===== config.mk =====
export PLATFORM = sky130hd
export DESIGN_NAME = adc_scan_sched
export DESIGN_NICKNAME = d
export VERILOG_FILES = /design/src/rtl/adc_sched_pkg.sv /design/src/rtl/rr_arbiter.sv /design/src/rtl/adc_scan_sched.sv
export SDC_FILE = /design/constraint.sdc
export NUM_CORES = 1
export LEC_CHECK = 0
export ABC_AREA = 1
export CAP_MARGIN = 20
export CORE_MARGIN = 1.5
export CORE_UTILIZATION = 24
export DETAILED_ROUTE_END_ITERATION = 12
export GPL_TIMING_DRIVEN = 0
export PLACE_DENSITY = 0.43
export SYNTH_ARGS = -nofsm -noshare
export SYNTH_HDL_FRONTEND = slang
export SYNTH_SLANG_ARGS = --single-unit

===== constraint.sdc =====
create_clock -name clk -period 12.9 [get_ports clk]
set_input_delay 2.58 -clock clk [delete_from_list [all_inputs] [get_ports clk]]
set_output_delay 2.58 -clock clk [all_outputs]
set_load 0.005 [all_outputs]

===== src/rtl/adc_sched_pkg.sv =====
// Shared FSM encoding, widths and timing defaults for the ADC scan scheduler.
package adc_sched_pkg;
    localparam int CH_W         = 3;
    localparam int SMP_W        = 12;
    localparam int TICK_DIV_DEF = 50;
    localparam int TMO_CYC_DEF  = 4095;

    typedef enum logic [1:0] {IDLE, START, WAIT, OUT} sched_state_t;
endpackage


===== src/rtl/rr_arbiter.sv =====
// Combinational round-robin picker: first set request at or above ptr, wrapping.
module rr_arbiter #(
    parameter int N_CH = 8,
    parameter int CH_W = $clog2(N_CH)
) (
    input  logic [N_CH-1:0] req,
    input  logic [CH_W-1:0] ptr,
    output logic [CH_W-1:0] grant,
    output logic            any_req
);
    logic [CH_W:0] idx;

    always_comb begin
        grant   = '0;
        any_req = 1'b0;
        idx     = '0;
        for (int i = 0; i < N_CH; i++) begin
            idx = {1'b0, ptr} + (CH_W+1)'(i);
            if (idx >= (CH_W+1)'(N_CH)) begin
                idx = idx - (CH_W+1)'(N_CH);
            end
            if (!any_req && req[idx[CH_W-1:0]]) begin
                any_req = 1'b1;
                grant   = idx[CH_W-1:0];
            end
        end
    end
endmodule


===== src/rtl/adc_scan_sched.sv =====
// Per-channel periodic sampling scheduler feeding a single ADC conversion engine
// and forwarding each result on a valid/ready sample stream.
module adc_scan_sched
    import adc_sched_pkg::*;
#(
    parameter int N_CH     = 8,
    parameter int PER_W    = 16,
    parameter int TICK_DIV = TICK_DIV_DEF,
    parameter int TMO_CYC  = TMO_CYC_DEF
) (
    input  logic             clk,
    input  logic             rst,
    input  logic             enable,
    input  logic [N_CH-1:0]  ch_mask,
    input  logic             per_we,
    input  logic [CH_W-1:0]  per_ch,
    input  logic [PER_W-1:0] per_val,
    input  logic             ovr_clr,
    output logic             conv_start,
    output logic [CH_W-1:0]  conv_ch,
    input  logic             conv_done,
    input  logic [SMP_W-1:0] conv_value,
    output logic             smp_valid,
    output logic [CH_W-1:0]  smp_ch,
    output logic [SMP_W-1:0] smp_data,
    input  logic             smp_ready,
    output logic [N_CH-1:0]  overrun,
    output logic             tmo_err
);
    localparam int PRE_W = (TICK_DIV > 1) ? $clog2(TICK_DIV) : 1;
    localparam int TMO_W = $clog2(TMO_CYC + 1);

    logic [PRE_W-1:0] pre_q, pre_d;
    logic             tick;
    logic [PER_W-1:0] cnt_q [N_CH];
    logic [PER_W-1:0] cnt_d [N_CH];
    logic [PER_W-1:0] per_q [N_CH];
    logic [PER_W-1:0] per_d [N_CH];
    logic [N_CH-1:0]  pending_q, pending_d;
    logic [N_CH-1:0]  overrun_q, overrun_d;

    sched_state_t     state_q;
    logic [CH_W-1:0]  rr_ptr_q;
    logic [TMO_W-1:0] tmo_cnt_q;
    logic             conv_start_q, smp_valid_q, tmo_err_q;
    logic [CH_W-1:0]  conv_ch_q, smp_ch_q;
    logic [SMP_W-1:0] smp_data_q;

    logic [CH_W-1:0]  grant;
    logic             any_req;
    logic             grant_fire;

    rr_arbiter #(.N_CH(N_CH), .CH_W(CH_W)) u_arb (
        .req     (pending_q & ch_mask),
        .ptr     (rr_ptr_q),
        .grant   (grant),
        .any_req (any_req)
    );

    assign grant_fire = (state_q == IDLE) && enable && any_req;
    assign tick       = (pre_q == PRE_W'(TICK_DIV - 1));

    always_comb begin
        pre_d = tick ? '0 : pre_q + 1'b1;
    end

    // Due events set pending after the grant clears it, so a same-cycle due wins.
    always_comb begin
        cnt_d     = cnt_q;
        per_d     = per_q;
        pending_d = pending_q;
        overrun_d = ovr_clr ? '0 : overrun_q;
        if (grant_fire) begin
            pending_d[grant] = 1'b0;
        end
        for (int i = 0; i < N_CH; i++) begin
            if (!ch_mask[i]) begin
                cnt_d[i]     = '0;
                pending_d[i] = 1'b0;
            end else if (tick && enable && !(per_we && per_ch == CH_W'(i))) begin
                if (cnt_q[i] == '0) begin
                    cnt_d[i]     = per_q[i];
                    pending_d[i] = 1'b1;
                    if (pending_q[i] && !(grant_fire && grant == CH_W'(i))) begin
                        overrun_d[i] = 1'b1;
                    end
                end else begin
                    cnt_d[i] = cnt_q[i] - 1'b1;
                end
            end
        end
        if (per_we) begin
            per_d[per_ch] = per_val;
            if (ch_mask[per_ch]) begin
                cnt_d[per_ch] = per_val;
            end
        end
    end

    always_ff @(posedge clk or posedge rst) begin
        if (rst) begin
            pre_q     <= '0;
            pending_q <= '0;
            overrun_q <= '0;
            for (int i = 0; i < N_CH; i++) begin
                cnt_q[i] <= '0;
                per_q[i] <= '0;
            end
        end else begin
            pre_q     <= pre_d;
            pending_q <= pending_d;
            overrun_q <= overrun_d;
            cnt_q     <= cnt_d;
            per_q     <= per_d;
        end
    end

    // Timeout fires on the last counted WAIT cycle so tmo_err lands TMO_CYC+1 after start.
    always_ff @(posedge clk or posedge rst) begin
        if (rst) begin
            state_q      <= IDLE;
            rr_ptr_q     <= '0;
            tmo_cnt_q    <= '0;
            conv_start_q <= 1'b0;
            conv_ch_q    <= '0;
            smp_valid_q  <= 1'b0;
            smp_ch_q     <= '0;
            smp_data_q   <= '0;
            tmo_err_q    <= 1'b0;
        end else begin
            conv_start_q <= 1'b0;
            tmo_err_q    <= 1'b0;
            unique case (state_q)
                IDLE: begin
                    if (grant_fire) begin
                        conv_ch_q    <= grant;
                        rr_ptr_q     <= (grant == CH_W'(N_CH - 1)) ? '0 : grant + 1'b1;
                        conv_start_q <= 1'b1;
                        state_q      <= START;
                    end
                end
                START: begin
                    tmo_cnt_q <= TMO_W'(TMO_CYC);
                    state_q   <= WAIT;
                end
                WAIT: begin
                    if (conv_done) begin
                        smp_data_q  <= conv_value;
                        smp_ch_q    <= conv_ch_q;
                        smp_valid_q <= 1'b1;
                        state_q     <= OUT;
                    end else if (tmo_cnt_q == TMO_W'(1)) begin
                        tmo_err_q <= 1'b1;
                        state_q   <= IDLE;
                    end else begin
                        tmo_cnt_q <= tmo_cnt_q - 1'b1;
                    end
                end
                OUT: begin
                    if (smp_ready) begin
                        smp_valid_q <= 1'b0;
                        state_q     <= IDLE;
                    end
                end
                default: state_q <= IDLE;
            endcase
        end
    end

    assign conv_start = conv_start_q;
    assign conv_ch    = conv_ch_q;
    assign smp_valid  = smp_valid_q;
    assign smp_ch     = smp_ch_q;
    assign smp_data   = smp_data_q;
    assign overrun    = overrun_q;
    assign tmo_err    = tmo_err_q;
endmodule


Yosys cells after proc, flatten, opt, wreduce, memory -nomap -nowiden
Index checks and enable logic that the tools add are counted.

storage, ports and cells
  bits of input ports = 46
  word-level logic and storage cells = 339
  output and inout port bits = 29
  bits in registers = 316

cells by class
  reductions and logical operators = 85
  muxes and demuxes = 150
  $add $sub $neg = 26
  $lt $le $gt $ge = 21
  eq/ne operators = 25
  bitwise logic cells = 4

operators by type and width
  cell                                                number
  two-way mux 16 bit                                  25
  bitwise mux 128 bit                                 2
  two-way mux 128 bit                                 2
  logical NOT 16 bit                                  8
  subtractor 16 x 1 -> 16 bit, second input constant  8
  two-way mux 1 bit                                   81
  two-way mux 3 bit                                   17
  demux 16 bit (select 3 bit)                         1
  logical AND 1 bit                                   44
  < comparator 3 x 4 -> 1 bit, second input constant  10
  >= comparator 4 bit, second input constant          8
  binary-select mux 1 bit (select 3 bit)              9
  == test 3 bit, second input constant                8
  two-way mux 12 bit                                  2
  one-hot mux 12 bit (2 select lines)                 1
  subtractor 3 x 1 -> 3 bit, second input constant    8
  logical NOT 1 bit                                   23
  adder 3 x 3 -> 4 bit, second input constant         4
  bitwise AND 8 bit                                   2
  two-way mux 8 bit                                   2
  == test 12 x 1 -> 1 bit, second input constant      1
  == test 3 x 2 -> 1 bit, second input constant       4
  subtractor 12 x 1 -> 12 bit, second input constant  1
  inequality test 2 bit, second input constant        5
  other kinds (24)                                    35

Logic depth before layout (Yosys ltp)
Gate-level depths: netlist of run 1.

  word-level depth = 36
  mapped depth = 21
  depth with buffers taken out = 19

By module
A second synthesis of run 1 with hierarchy kept.

second synthesis, totals
  cells, all modules = 2925
  area, all modules = 19660.1 µm²

by module, submodules not included
  module          sequential area each (µm²)  area an instance (µm²)  cells each  times used
  adc_scan_sched  7907.6                      18839.3                 2788        1
  rr_arbiter      0.0                         820.8                   137         1

Worst setup path before layout of run 1
OpenSTA, ideal clock, no wires.

  path kind = in2reg
  start point = in ch_mask[6]
  end point = reg overrun_q[3] (netlist: overrun[3])
  buffers on the path = 1
  arrival = 4191 ps
  required time = 12779 ps
  setup time = 121 ps
  setup slack = 8588 ps
  cell stages on the path = 15
  cell sequence = clkbuf_2 -> nand3_1 -> nand2_1 -> nand2_1 -> nand2_2 -> o21ai_2 -> nand4_1 -> nor2_2 -> nand4_1 -> nand3_2 -> nand2_1 -> inv_1 -> ha_1 -> nand2_1 -> a22o_1

between the ends
  longest elaborated chain between the ends = 33
  elaborated cells on any way between the ends = 56
  classes of those cells = 1 x eq/ne; 36 x mux; 1 x bitwise; 18 x reduce/logical

ends and longest elaborated chain
  element                                  RTL line               text
  start, declared                          adc_scan_sched.sv:14   input logic [N_CH-1:0] ch_mask,
  bitwise AND 8 bit (*)                    adc_scan_sched.sv:54   .req (pending_q & ch_mask),
  binary-select mux 1 bit (select 3 bit)   rr_arbiter.sv:22       if (!any_req && req[idx[CH_W-1:0]]) begin
  two-way mux 1 bit (implied by the code)  rr_arbiter.sv:22
  two-way mux 1 bit                        rr_arbiter.sv:22
  logical NOT 1 bit                        rr_arbiter.sv:22
  logical AND 1 bit                        rr_arbiter.sv:22
  two-way mux 1 bit                        rr_arbiter.sv:22
  logical NOT 1 bit                        rr_arbiter.sv:22
  (+18 left out)                           n/a
  logical AND 1 bit (*)                    adc_scan_sched.sv:84   if (pending_q[i] && !(grant_fire && grant == CH_W'(i))) begin
  logical NOT 1 bit (*)                    adc_scan_sched.sv:84
  logical AND 1 bit (*)                    adc_scan_sched.sv:84
  two-way mux 1 bit (*)                    adc_scan_sched.sv:84
  two-way mux 1 bit (*)                    adc_scan_sched.sv:81   if (cnt_q[i] == '0) begin
  two-way mux 1 bit (*)                    adc_scan_sched.sv:80   end else if (tick && enable && !(per_we && per_ch == CH_W'(i))) begin
  two-way mux 1 bit (*)                    adc_scan_sched.sv:77   if (!ch_mask[i]) begin
  net overrun_d[3]                         adc_scan_sched.sv:40   logic [N_CH-1:0] overrun_q, overrun_d;
  end signal, assigned                     adc_scan_sched.sv:112  overrun_q <= overrun_d;
  end, declared                            adc_scan_sched.sv:40

Mark *: on every way through the listed nets, which the timed path passes. The rest lies on a longest branch. The select of a mux whose other input is x is not followed.
A chain may end at the register's enable or synchronous reset.

==> results of run 1 <==
## per-layer routing
metal  part of all wire  global-route usage
met1               0.48               0.233
met2               0.45               0.262
met3              0.046              0.0221
met4              0.025              0.0519
met5                  0                   0
## where the power goes
part	leakage [nW]	total, mW	internal, mW	switching (mW)
Clock	0.700	1.21	0.744	0.463
Combinational	4.67	1.11	0.386	0.724
Sequential	4.12	1.21	1.13	0.0849
## cells in the final DEF (no fill, tap or decap), types with 49 or more instances in the layout
master,n
nand2_1,458
clkbuf_1,69
clkdlybuf4s50_1,70
dfrtp_1,316
nor2_1,181
inv_1,194
o22ai_1,57
xor2_1,49
nand3_1,128
a21oi_1,83
o21ai_0,286
## cell usage after synthesis (all sizes together) (7+ instances only)
cell type	number	share of area
o21ai	308	0.091
clkinv	7	0.0015
clkbuf	67	0.015
buf	17	0.0062
nor3	48	0.016
nand3	134	0.041
xor2	50	0.027
o2111ai	12	0.0062
nand4	20	0.0077
nor2	196	0.048
nand2	465	0.10
a21oi	84	0.025
o22ai	57	0.021
o221ai	7	0.0040
a31oi	8	0.0029
nor4	16	0.0089
o211ai	41	0.018
inv	211	0.047
o32ai	11	0.0057
dfrtp	316	0.46
ha	16	0.012
xnor2	16	0.0098
## critical path, cell delays in order
cell,delay [ps]
clkdlybuf4s50_1,580
inv_1,80
nor2_1,130
inv_1,150
o221ai_2,660
nor2_1,80
inv_1,280
nand2_1,340
inv_1,340
o21ai_0,170
o22ai_1,130
## flip-flops by register name, summed over array words and instances, names as in the netlist, 2 cells and up
signal     count
cnt_q        128
conv_ch        3
overrun        8
pending_q      8
per_q        128
pre_q          6
rr_ptr_q       3
smp_ch         3
smp_data      12
state_q        2
tmo_cnt_q     12
## worst paths after layout
check	from	endpoint	depth (start not counted)
setup / recovery	per_ch[1]	cnt_q[56]	11
hold / removal	smp_data[2]	smp_data[2]	2
setup reg to reg	pre_q[1]	cnt_q[21]	12
hold reg to reg	smp_data[2]	smp_data[2]	2
max in group asynchronous	rst	cnt_q[22]	4
min in group asynchronous	rst	per_q[108]	2
## metrics by stage
| step | hold WS (ps) | util | setup slack [ps] | instance area, µm² | std cells |
|---|---|---|---|---|---|
| floorplan | 444 | - | 1580 | 17000 | 2149 |
| global placement | 456 | 0.269 | -3420 | 18900 | 3159 |
| detailed placement | 458 | 0.271 | 7230 | 19000 | 3163 |
| CTS | 474 | 0.291 | 7840 | 20400 | 3233 |
| global route | 498 | 0.291 | 7620 | 20400 | 3233 |
| finish | 473 | 0.291 | 7840 | 20400 | 3235 |
## area by class of cell
class | count | area share
plain buffers | 84 | 0.0176
clock buffers | 55 | 0.0583
well taps | 940 | 0.0576
repair buffers | 74 | 0.0391
diodes | 2 | 0.000245
inverters | 218 | 0.0406
flip-flops and latches | 316 | 0.387
multi-input cells | 1531 | 0.389
clock inverters | 15 | 0.0107
## cells by family after synthesis
family / share of synthesized area
adder cells (fa/ha/maj): 0.0118
flip-flops: 0.464
XOR/XNOR: 0.0366
AO/OA/AOI/OAI: 0.187
buffers and inverters: 0.0693
AND/OR/NAND/NOR: 0.231
==> impl_metrics.py, run 1 <==
metrics = {
    "run_status": {
        "status": "completed",
    },
    "clock_network": {
        "cts_buffers": 40,
        "clock_path_buffers": 3,
        "cts_setup_buffers": 0,
        "root_buffer": "clkbuf_16",
        "clock_latency_ps": 570,
        "clock-sinks": 316,
        "cts_htree_levels": 2,
        "cts.clk_slew.worst_paths_ps": 60,
        "post_cts_resized": 0,
        "tritoncts": "built",
        "cts_hold_buffers": 0,
    },
    "synthesis": {
        "synth_area_um2": 17000,
        "yosysUniqueCellTypes": 61,
        "synth_edf_count": 0,
        "synth_flop_cell": "dfrtp_1",
        "synth-seq-cells": 316,
        "syn_area_per_cell_um2": 7.92,
        "synthArstFlopShare": 1.00,
        "yosysWarnings": 0,
        "seq_area_frac_synth": 0.464,
        "synthesis.instances": 2149,
        "synth_nets": 2211,
    },
    "timing": {
        "slew_headroom": 0.248,
        "finalMaxSlewViolations": 0,
        "hold_viol": 0,
        "final.setup.tns_ps": 0,
        "period_needed_ps": 5060,
        "max_slew.worst_pin.slew_ps": 1130,
        "setup_viol": 0,
        "rsz0062_at_grt": "false",
        "finalCritPeriodShare": 0.392,
        "fin_skew_ps": 20.0,
        "fmax_ghz": 0.198,
    },
    "place": {
        "routabilityCongestion": 0.876,
        "dp_hpwl_um": 42800,
        "portBuffers": 70,
    },
    "global_route": {
        "grt_pass1_vias": 15276,
        "antenna_found_initial": 7,
        "grt_start_max_net_pins": 101,
        "overflow": 0,
        "track_usage": 0.165,
        "grt_pass1_wl_um": 93700,
    },
    "floorplan": {
        "die-area_um2": 72500,
        "dieWidth_um": 269,
        "core_area_um2": 70100,
        "initial_utilization": 0.243,
        "rows": 97,
        "die_y_um": 269,
        "io_pins": 75,
    },
    "setup_path": {
        "crit_type": "in -> reg",
        "required_ps": 13360,
        "timing.reg2reg.setup_slack_ps": 9890,
        "crit_arrival_ps": 5520,
        "endpoint_kind": "flop",
        "critPathMaxFanout": 9,
        "start_kind": "input port",
    },
    "flow_run": {
        "maxCapViolations": 0,
    },
    "finish": {
        "fillers": 7661,
        "seqCellArea_um2": 7910,
        "multi_input_area_um2": 7940,
        "final_nets": 2327,
        "syn_to_final_growth_pct": 19.9,
        "drive_gt1_frac": 0.0693,
    },
    "route": {
        "wire_per_inst_um": 18.7,
        "via_per_inst": 4.82,
        "drtIter0Drc": 1344,
        "postRouteWirelength_um": 60600,
        "num_vias": 15591,
        "drc": 0,
        "drtAntennaViolNets": 0,
        "dr.pass1.iters": 5,
    },
    "worst_hold_path": {
        "hp-class": "reg -> reg",
    },
    "pwr": {
        "ir_worst_vdd_mv": 0.0938,
        "pwr_density_cell_nw_per_um2": 173,
        "cellLeakagePower_nw": 9.48,
        "total_power_mw": 3.53,
    },
}
Power figures use the tool's default switching activity.
==> run 2, diff against run 1 <==
- clock period: 12.9 -> 5.2 ns (I/O delays scaled with it)
==> impl_metrics.py, run 2 (synthesis results as in run 1) <==
metrics = {
    "setup_path": {
        "endpoint_kind": "flop",
        "crit_family": "buffers and inverters",
        "max_stage_delay_ps": 590,
        "crit_path_frequent_cell": "inv_1",
        "r2r-start": "rr_ptr_q[0]",
        "crit_chain": "clkdlybuf4s50_1, inv_1, nor2_1, inv_1, o221ai_2, nor2_1, inv_1, nand2_1, inv_1, o211ai_1, o22ai_1",
        "start_kind": "input port",
        "crit_arrival_ps": 4020,
        "required_ps": 5670,
        "crit_start": "per_ch[1]",
        "crit_type": "in -> reg",
        "critPathSlowestCell": "clkdlybuf4s50_1",
        "critPathMaxFanout": 9,
        "timing.critical_path.buf_inv": 5,
    },
    "place": {
        "dp_hpwl_um": 44100,
        "routabilityCongestion": 0.856,
        "place_inst": 3172,
        "portBuffers": 70,
    },
    "global_route": {
        "grt_pass1_wl_um": 95800,
        "grt_pass1_vias": 15699,
        "antenna_found_initial": 5,
        "overflow": 0,
        "track_usage": 0.169,
        "grt_start_max_net_pins": 42,
    },
    "pwr": {
        "pwr_density_cell_nw_per_um2": 424,
        "sw_frac_of_total": 0.362,
        "power_frac_seq": 0.346,
        "switchingPower_mw": 3.14,
        "ir_worst_vdd_mv": 0.202,
        "intPower_mw": 5.55,
        "power.clock.fraction": 0.336,
        "cellLeakagePower_nw": 9.52,
        "combPwrFrac": 0.318,
        "total_power_mw": 8.69,
    },
    "finish": {
        "fillers": 7611,
        "layout_common_cells": "458 x nand2_1, 316 x dfrtp_1, 286 x o21ai_0",
        "finalNonFillerCells": 3243,
        "multi_input_area_um2": 7940,
        "drive_gt1_frac": 0.0717,
        "reg.largest.list": "cnt_q: 128 flops, per_q: 128 flops",
        "final_nets": 2337,
        "seqCellArea_um2": 7910,
        "syn_to_final_growth_pct": 20.5,
        "final_common_cell": "nand2_1",
    },
    "timing": {
        "finalCritPeriodShare": 0.683,
        "max_slew.worst_pin.slew_ps": 1160,
        "fmax_ghz": 0.281,
        "period_needed_ps": 3550,
        "fin_skew_ps": 21.0,
        "holdWs_ps": 468,
        "finalMaxSlewViolations": 0,
        "rsz0062_at_grt": "false",
        "setup_viol": 0,
        "slew_headroom": 0.224,
        "hold_viol": 0,
    },
    "worst_hold_path": {
        "worstHoldStart": "smp_ch[1]",
        "hp-class": "reg -> reg",
    },
    "clock_network": {
        "tritoncts": "built",
        "clock_path_buffers": 3,
        "post_cts_resized": 0,
        "cts.clk_slew.worst_paths_ps": 60,
        "clock-sinks": 316,
        "root_buffer": "clkbuf_16",
        "cts_hold_buffers": 0,
        "cts_buffers": 40,
        "cts_setup_buffers": 0,
        "clock_latency_ps": 560,
        "cts_htree_levels": 2,
    },
    "floorplan": {
        "die-area_um2": 72500,
        "dieWidth_um": 269,
        "core_area_um2": 70100,
        "rows": 97,
        "io_pins": 75,
        "initial_utilization": 0.243,
        "die_y_um": 269,
    },
    "route": {
        "drtAntennaViolNets": 0,
        "drtIter0Drc": 1241,
        "via_per_inst": 4.86,
        "drc": 0,
        "wire_per_inst_um": 18.9,
        "postRouteWirelength_um": 61400,
        "dr.pass1.iters": 5,
        "num_vias": 15774,
    },
    "run_status": {
        "status": "completed",
    },
    "flow_run": {
        "maxCapViolations": 0,
    },
}
[run 2: cell types whose count changed in the layout (fill, tap and decap cells not counted), sizes merged]
cell,delta
clkinv,-6
clkinvlp,+2
clkbuf,+3
bufinv,-1
buf,+10
[run 2: tightest hold or removal path, stage by stage (launching register included)]
cell	delay, ps
dfrtp_1	330
nand2_1	50
nand2_1	50
[run 2: stage by stage]
| stage | TNS (ps) | util | worst slack (ps) | cell area, µm² |
|---|---|---|---|---|
| floorplan | -16070 | - | -50.8 | 17000 |
| global placement | -860360 | 0.270 | -2780 | 18900 |
| detailed placement | 0 | 0.273 | 1050 | 19100 |
| CTS | 0 | 0.292 | 1650 | 20500 |
| global route | 0 | 0.292 | 1470 | 20500 |
| finish | 0 | 0.292 | 1650 | 20500 |
[run 2: per-layer routing]
metal	part of all wire	track usage	vias to the layer above
li1	-	-	7534
met1	0.47	0.236	7734
met2	0.46	0.270	404
met3	0.046	0.0210	100
met4	0.028	0.0547	2
met5	0.00021	0	-
[run 2: area by class of cell]
cell class	count	share of cell area
inverters	218	0.0402
diodes	2	0.000244
well taps	940	0.0573
multi-input cells	1531	0.387
plain buffers	84	0.0175
repair buffers	84	0.0461
clock inverters	10	0.00762
clock buffers	58	0.0585
flip-flops and latches	316	0.386
[run 2: power groups by stage]
stage | Clock [mW] | Sequential, mW | Combinational (mW)
2_1_floorplan | 0 | 2.99 | 1.92
3_3_place_gp | 0 | 3.04 | 2.75
3_5_place_dp | 0 | 3.04 | 2.77
4_1_cts | 3.00 | 3.00 | 2.78
5_1_grt | 3.10 | 3.04 | 3.14
6_report | 2.92 | 3.00 | 2.76
[run 2: worst paths after layout]
path,endpoint,cells past startpoint,slack [ps]
max,cnt_q[51],11,1650
max in group asynchronous,cnt_q[12],6,2780
min in group asynchronous,per_q[107],2,950
max reg2reg,overrun[3],20,2150
min reg2reg,smp_ch[1],2,470
min,smp_ch[1],2,470
==> run 3, diff against run 2 <==
- clock period: 5.2 -> 3.55 ns (I/O delays scaled with it)
==> results of run 3 <==
Same layout as run 2 (identical final DEF). Status: completed.
Main changes from that run: setup slack after placement 1050 ps -> -266 ps; setup slack after layout 1650 ps -> 327 ps; register-to-register setup slack 2150 ps -> 500 ps; total power 8.69 mW -> 12.7 mW; worst IR drop on VDD 0.202 mV -> 0.296 mV
==> RTL edit 1 (config.mk and constraints of run 2) <==
The 4 states of `sched_state_t` get a Gray code encoding in 2 bits.
--- a/src/rtl/adc_sched_pkg.sv
+++ b/src/rtl/adc_sched_pkg.sv
@@ -5,6 +5,6 @@
     localparam int TICK_DIV_DEF = 50;
     localparam int TMO_CYC_DEF  = 4095;
 
-    typedef enum logic [1:0] {IDLE, START, WAIT, OUT} sched_state_t;
+    typedef enum logic [1:0] {IDLE = 2'b00, START = 2'b01, WAIT = 2'b11, OUT = 2'b10} sched_state_t;
 endpackage
 
Behaviour: no difference found for any inputs over 4 cycles, from zero or initial values and one cycle with rst high; so few cycles prove little.
==> RTL edit 1 against run 2 <==
Count of clock-buffer cells in the layout up 7. Setup slack worse by 0.34 ns. Total power grew 1.1%. Fmax shrank 8.8%. Synthesized area down 0.11%. Sequential cell count did not move. Wire length decreased by 1.1%. Design area up 0.39%. Sequential power barely moved.
==> RTL edit 1: results (changes against run 2) <==
run_status:
  status: "complete, no violations"
cts:
  cts_buffers: 42  # +5.0%
  post_cts_buffers: 0  # unchanged
synthesis:
  synth_mux_area_frac: 0.00927  # +0.00927
  synth_cells: 2121  # -1.3%
  synth_compound_area_frac: 0.190  # +0.00293
  synthesis.nets: 2184  # -1.2%
  synth_common_cells: "402 x nand2_1, 316 x dfrtp_1, 275 x o21ai_0"
  synthTopCellsByArea: "dfrtp_1 46%, nand2_1 8.9%, o21ai_0 8.1%"
  synth_cell_types: 63  # +3.3%
  synth-xor-area-share: 0.0334  # -0.00320
  synth_fa_ha_area_frac: 0.0125  # +0.000749
  yosysSeqAreaShare: 0.465  # +0.000513
timing:
  max_freq_mhz: 257  # -8.8%
  tightest_slew_ns: 1.16  # -0.00359 ns
  skew_ns: 0.0166  # -0.00437 ns
grt:
  grt_pass1_vias: 15477  # -1.4%
  track_usage: 0.166  # -0.00257
  grt_max_degree: 40  # -4.8%
  grt_first_pass_wirelength_um: 94300  # -1.6%
route:
  vias_per_cell: 4.83  # -0.61%
  drt-initial-drc-count: 1240  # -0.081%
  num_vias: 15595  # -1.1%
  routed_wl_um: 60700  # -1.1%
critical_path:
  worstReg2RegEnd: "cnt_q[115]"
  crit_arrival_ns: 4.31  # +0.29 ns
  r2r_slack_ns: 1.83  # -0.32 ns
  critPathMaxFanout: 10  # +1
  r2r_cells: 12  # -40%
  r2r_start: "pre_q[1]"
  critPathCapture: "cnt_q[83]"
  slowest_delay_ns: 0.62  # +0.03 ns
placement:
  place_inst: 3146  # -0.82%
  pre_cts_ws_ns: 0.678  # -0.376 ns
  gp_congestion: 0.856  # about the same
  hpwl_um: 43400  # -1.5%
  dpl_cell_area_um2: 19100  # about the same
  port_buffers: 73  # +4.3%
pwr:
  peakVddDrop_v: 0.000226  # +12%
cells_and_area:
  drive_gt1_frac: 0.0740  # +0.00229
  fillCellCount: 7530  # -1.1%
  top_regs: "cnt_q: 128 flops, per_q: 128 flops"
## RTL edit 1: layout make-up
type / count / area, um2 / share of cell area
Buffer: 84 / 362 / 0.0176
Sequential cell: 316 / 7910 / 0.384
Antenna cell: 2 / 5.00 / 0.000243
Multi-Input combinational cell: 1487 / 7860 / 0.381
Clock buffer: 65 / 1310 / 0.0637
Tap cell: 940 / 1180 / 0.0571
Clock inverter: 12 / 123 / 0.00595
Timing Repair Buffer: 86 / 966 / 0.0469
Inverter: 234 / 887 / 0.0431
## RTL edit 1: report_power, final
part | leakage, nW | internal [mW] | switching (mW)
registers | 4.11 | 2.79 | 0.210
logic | 4.66 | 0.998 | 1.78
clock network | 0.705 | 1.83 | 1.17
total | 9.48 | 5.63 | 3.16
## RTL edit 1: worst min path at each step
stage / cells past startpoint / slack (ns) / end / from
2_1_floorplan: 2 / 0.44 / per_q[120] / per_q[120]
3_3_place_gp: 2 / 0.46 / per_q[120] / per_q[120]
3_5_place_dp: 2 / 0.47 / per_q[120] / per_q[120]
4_1_cts: 2 / 0.49 / overrun[2] / overrun[2]
5_1_grt: 2 / 0.50 / per_q[120] / per_q[120]
6_report: 2 / 0.48 / overrun[2] / overrun[2]
## RTL edit 1: layer usage
metal	vias to the layer above	track usage	part of all wire	wire, um
met2	383	0.267	0.46	27800
met1	7632	0.221	0.45	27500
met3	110	0.0299	0.051	3080
met4	2	0.0642	0.038	2320
li1	7468	-	-	-
met5	-	0	0.00020	12
## RTL edit 1: worst max-delay path: cells and delay by family
family | cells | cell delay [ns]
buf+inv | 5 | 1.33
compound gates | 2 | 0.28
simple gates | 4 | 1.64
==> RTL edit 2 (flow settings as in run 2) <==
Without the edit above. Change the package constant `TICK_DIV_DEF` from 50 to 25.
--- a/src/rtl/adc_sched_pkg.sv
+++ b/src/rtl/adc_sched_pkg.sv
@@ -2,7 +2,7 @@
 package adc_sched_pkg;
     localparam int CH_W         = 3;
     localparam int SMP_W        = 12;
-    localparam int TICK_DIV_DEF = 50;
+    localparam int TICK_DIV_DEF = 25;
     localparam int TMO_CYC_DEF  = 4095;
 
     typedef enum logic [1:0] {IDLE, START, WAIT, OUT} sched_state_t;
Function: same outputs for any inputs over 10 cycles, from zero or initial values and one cycle with rst high; that may be too few to reach the edited logic, so the function may still have changed.
==> RTL edit 2 against run 2 <==
Largest power group unchanged. Setup slack worse by 0.29 ns. Design area hardly changed. Worst hold slack better by 0.0080 ns. Sequential cell count shrank 1. Wire length shrank 1.0%. Synthesized area grew 0.19%. Critical path depth stayed put. Critical path type unchanged. Total power fell by 0.48%. Critical endpoint is now cnt_q[62].
==> RTL edit 2: results (changes against run 2) <==
grt:
  grt_first_pass_wirelength_um: 94900  # -0.99%
  grt_max_degree: 40  # -4.8%
  grt_pass1_vias: 15517  # -1.2%
  antenna_found_initial: 6  # +1
  track_usage: 0.167  # -0.00176
critical_path:
  r2r_slack_ns: 1.84  # -0.31 ns
  slowest_delay_ns: 0.74  # +0.15 ns
  r2r_start: "pre_q[0]"
  critPathMaxFanout: 10  # +1
  crit_arrival_ns: 4.28  # +0.26 ns
  r2r_cells: 14  # -30%
  worstReg2RegEnd: "cnt_q[115]"
placement:
  gp_congestion: 0.858  # +0.19%
  port_buffers: 72  # +2.9%
  place_inst: 3211  # +1.2%
  pre_cts_ws_ns: 0.784  # -0.270 ns
  hpwl_um: 43500  # -1.2%
synthesis:
  synth_common_cells: "450 x nand2_1, 315 x dfrtp_1, 275 x o21ai_0"
  synth_cell_types: 63  # +3.3%
  synthTopCellsByArea: "dfrtp_1 46%, nand2_1 9.9%, o21ai_0 8.1%"
  synthesis.nets: 2250  # +1.8%
  synth_area_per_cell_um2: 7.80  # -1.6%
  yosysSeqAreaShare: 0.462  # -0.00235
route:
  drt-initial-drc-count: 1267  # +2.1%
  vias_per_cell: 4.82  # -0.98%
  post_drt_wl_per_cell_um: 18.5  # -2.2%
  firstDrtPassIters: 8  # +3
cells_and_area:
  final_cells: 3282  # +1.2%
  drive_gt1_frac: 0.0713  # -0.000401
  n_antenna_cell: 0  # -2
  nNetsFinal: 2374  # +1.6%
  top_regs: "cnt_q: 128 flops, per_q: 128 flops"
  fillCellCount: 7631  # +0.26%
cts:
  cts_buffers: 39  # -2.5%
  insertion_delay_ns: 0.58  # +0.02 ns
timing:
  relSlewSlack: 0.245  # +0.0207
  finalCritPeriodShare: 0.739  # +0.0560
  skew_ns: 0.0248  # +0.00381 ns
pwr:
  cell_internal_pwr_mw: 5.45  # -1.7%
run_status:
  status: "complete, no violations"
worst_hold_path:
  hold_end: "overrun[6]"
  min_from: "overrun[6]"
-- RTL edit 2: cell count changes after synthesis, sizes merged, moves of 5 or more --
| cell | change |
|---|---|
| nor2 | +63 |
| o21ai | -18 |
| o221ai | +8 |
| nand2 | -5 |
| o2111ai | -9 |
| o32ai | +10 |
| inv | +17 |
| nor4 | -6 |
| o211ai | -5 |
| buf | +7 |
| o22ai | -5 |
-- RTL edit 2: per-layer routing --
layer  share of wire  wire [um]  up-vias  track usage
met2            0.44      26500      416        0.257
met4           0.036       2210        6       0.0614
met5         0.00058         35        -            0
met1            0.48      29000     7682        0.236
li1                -          -     7589            -
met3           0.049       2950      114       0.0248
-- RTL edit 2: worst reg2reg max path: stages (launching register included) --
cell and delay (ns):
dfrtp_1 0.40, inv_1 0.07, ha_1 0.13, inv_1 0.04, nor2_1 0.07, nand3_1 0.08, inv_2 0.09, nand2_1 0.50
nor2_4 0.49, inv_1 0.25, nor2_2 0.38, inv_1 0.17, buf_2 0.26, nor2_1 0.15, o32ai_1 0.10
-- RTL edit 2: worst max path at each step --
stage	cells after the start	start	to
finish	11	ch_mask[5]	cnt_q[62]
global route	11	ch_mask[5]	cnt_q[57]
CTS	11	ch_mask[5]	cnt_q[62]
detailed placement	11	ch_mask[5]	cnt_q[62]
global placement	2	rst	per_q[45]
floorplan	1	rst	cnt_q[0]
-- RTL edit 2: final cells by class --
cell class / instances / area [um2] / share of cell area
sequential: 315 / 7880 / 0.385
inverter: 231 / 873 / 0.0426
multi-input combinational: 1554 / 7920 / 0.386
timing repair buffer: 83 / 926 / 0.0452
clock buffer: 50 / 1100 / 0.0536
clock inverter: 21 / 234 / 0.0114
tap: 940 / 1180 / 0.0574
buffer: 88 / 389 / 0.0190
-- RTL edit 2: cells by family (layout without fill, tap and decap cells) --
| logic type | count (synthesis) | count (layout) | synth area share |
|---|---|---|---|
| DFF | 315 | 315 | 0.462 |
| AOI/OAI and AO/OA | 531 | 531 | 0.180 |
| adders and majority gates | 16 | 16 | 0.0117 |
| buffers and inverters | 319 | 473 | 0.0738 |
| xor gates and xnor gates | 62 | 62 | 0.0332 |
| and+or+nand+nor | 945 | 945 | 0.239 |
-- RTL edit 2: metrics by stage --
| stage | TNS (ns) | hold WS, ns | area, um2 |
|---|---|---|---|
| after floorplan | -11.61 | 0.448 | 17100 |
| after global placement | -850.01 | 0.462 | 19000 |
| after detailed placement | 0 | 0.464 | 19200 |
| after CTS | 0 | 0.479 | 20500 |
| after global routing | 0 | 0.504 | 20500 |
| final | 0 | 0.476 | 20500 |
-- RTL edit 2: power groups by stage --
stage                     sequential (mW)  combinational, mW  clock (mW)
after floorplan                      2.98               1.97           0
after CTS                            2.98               2.83        2.94
after global placement               3.02               2.78           0
final                                2.98               2.80        2.86
after global routing                 3.02               3.16        3.04
after detailed placement             3.02               2.82           0
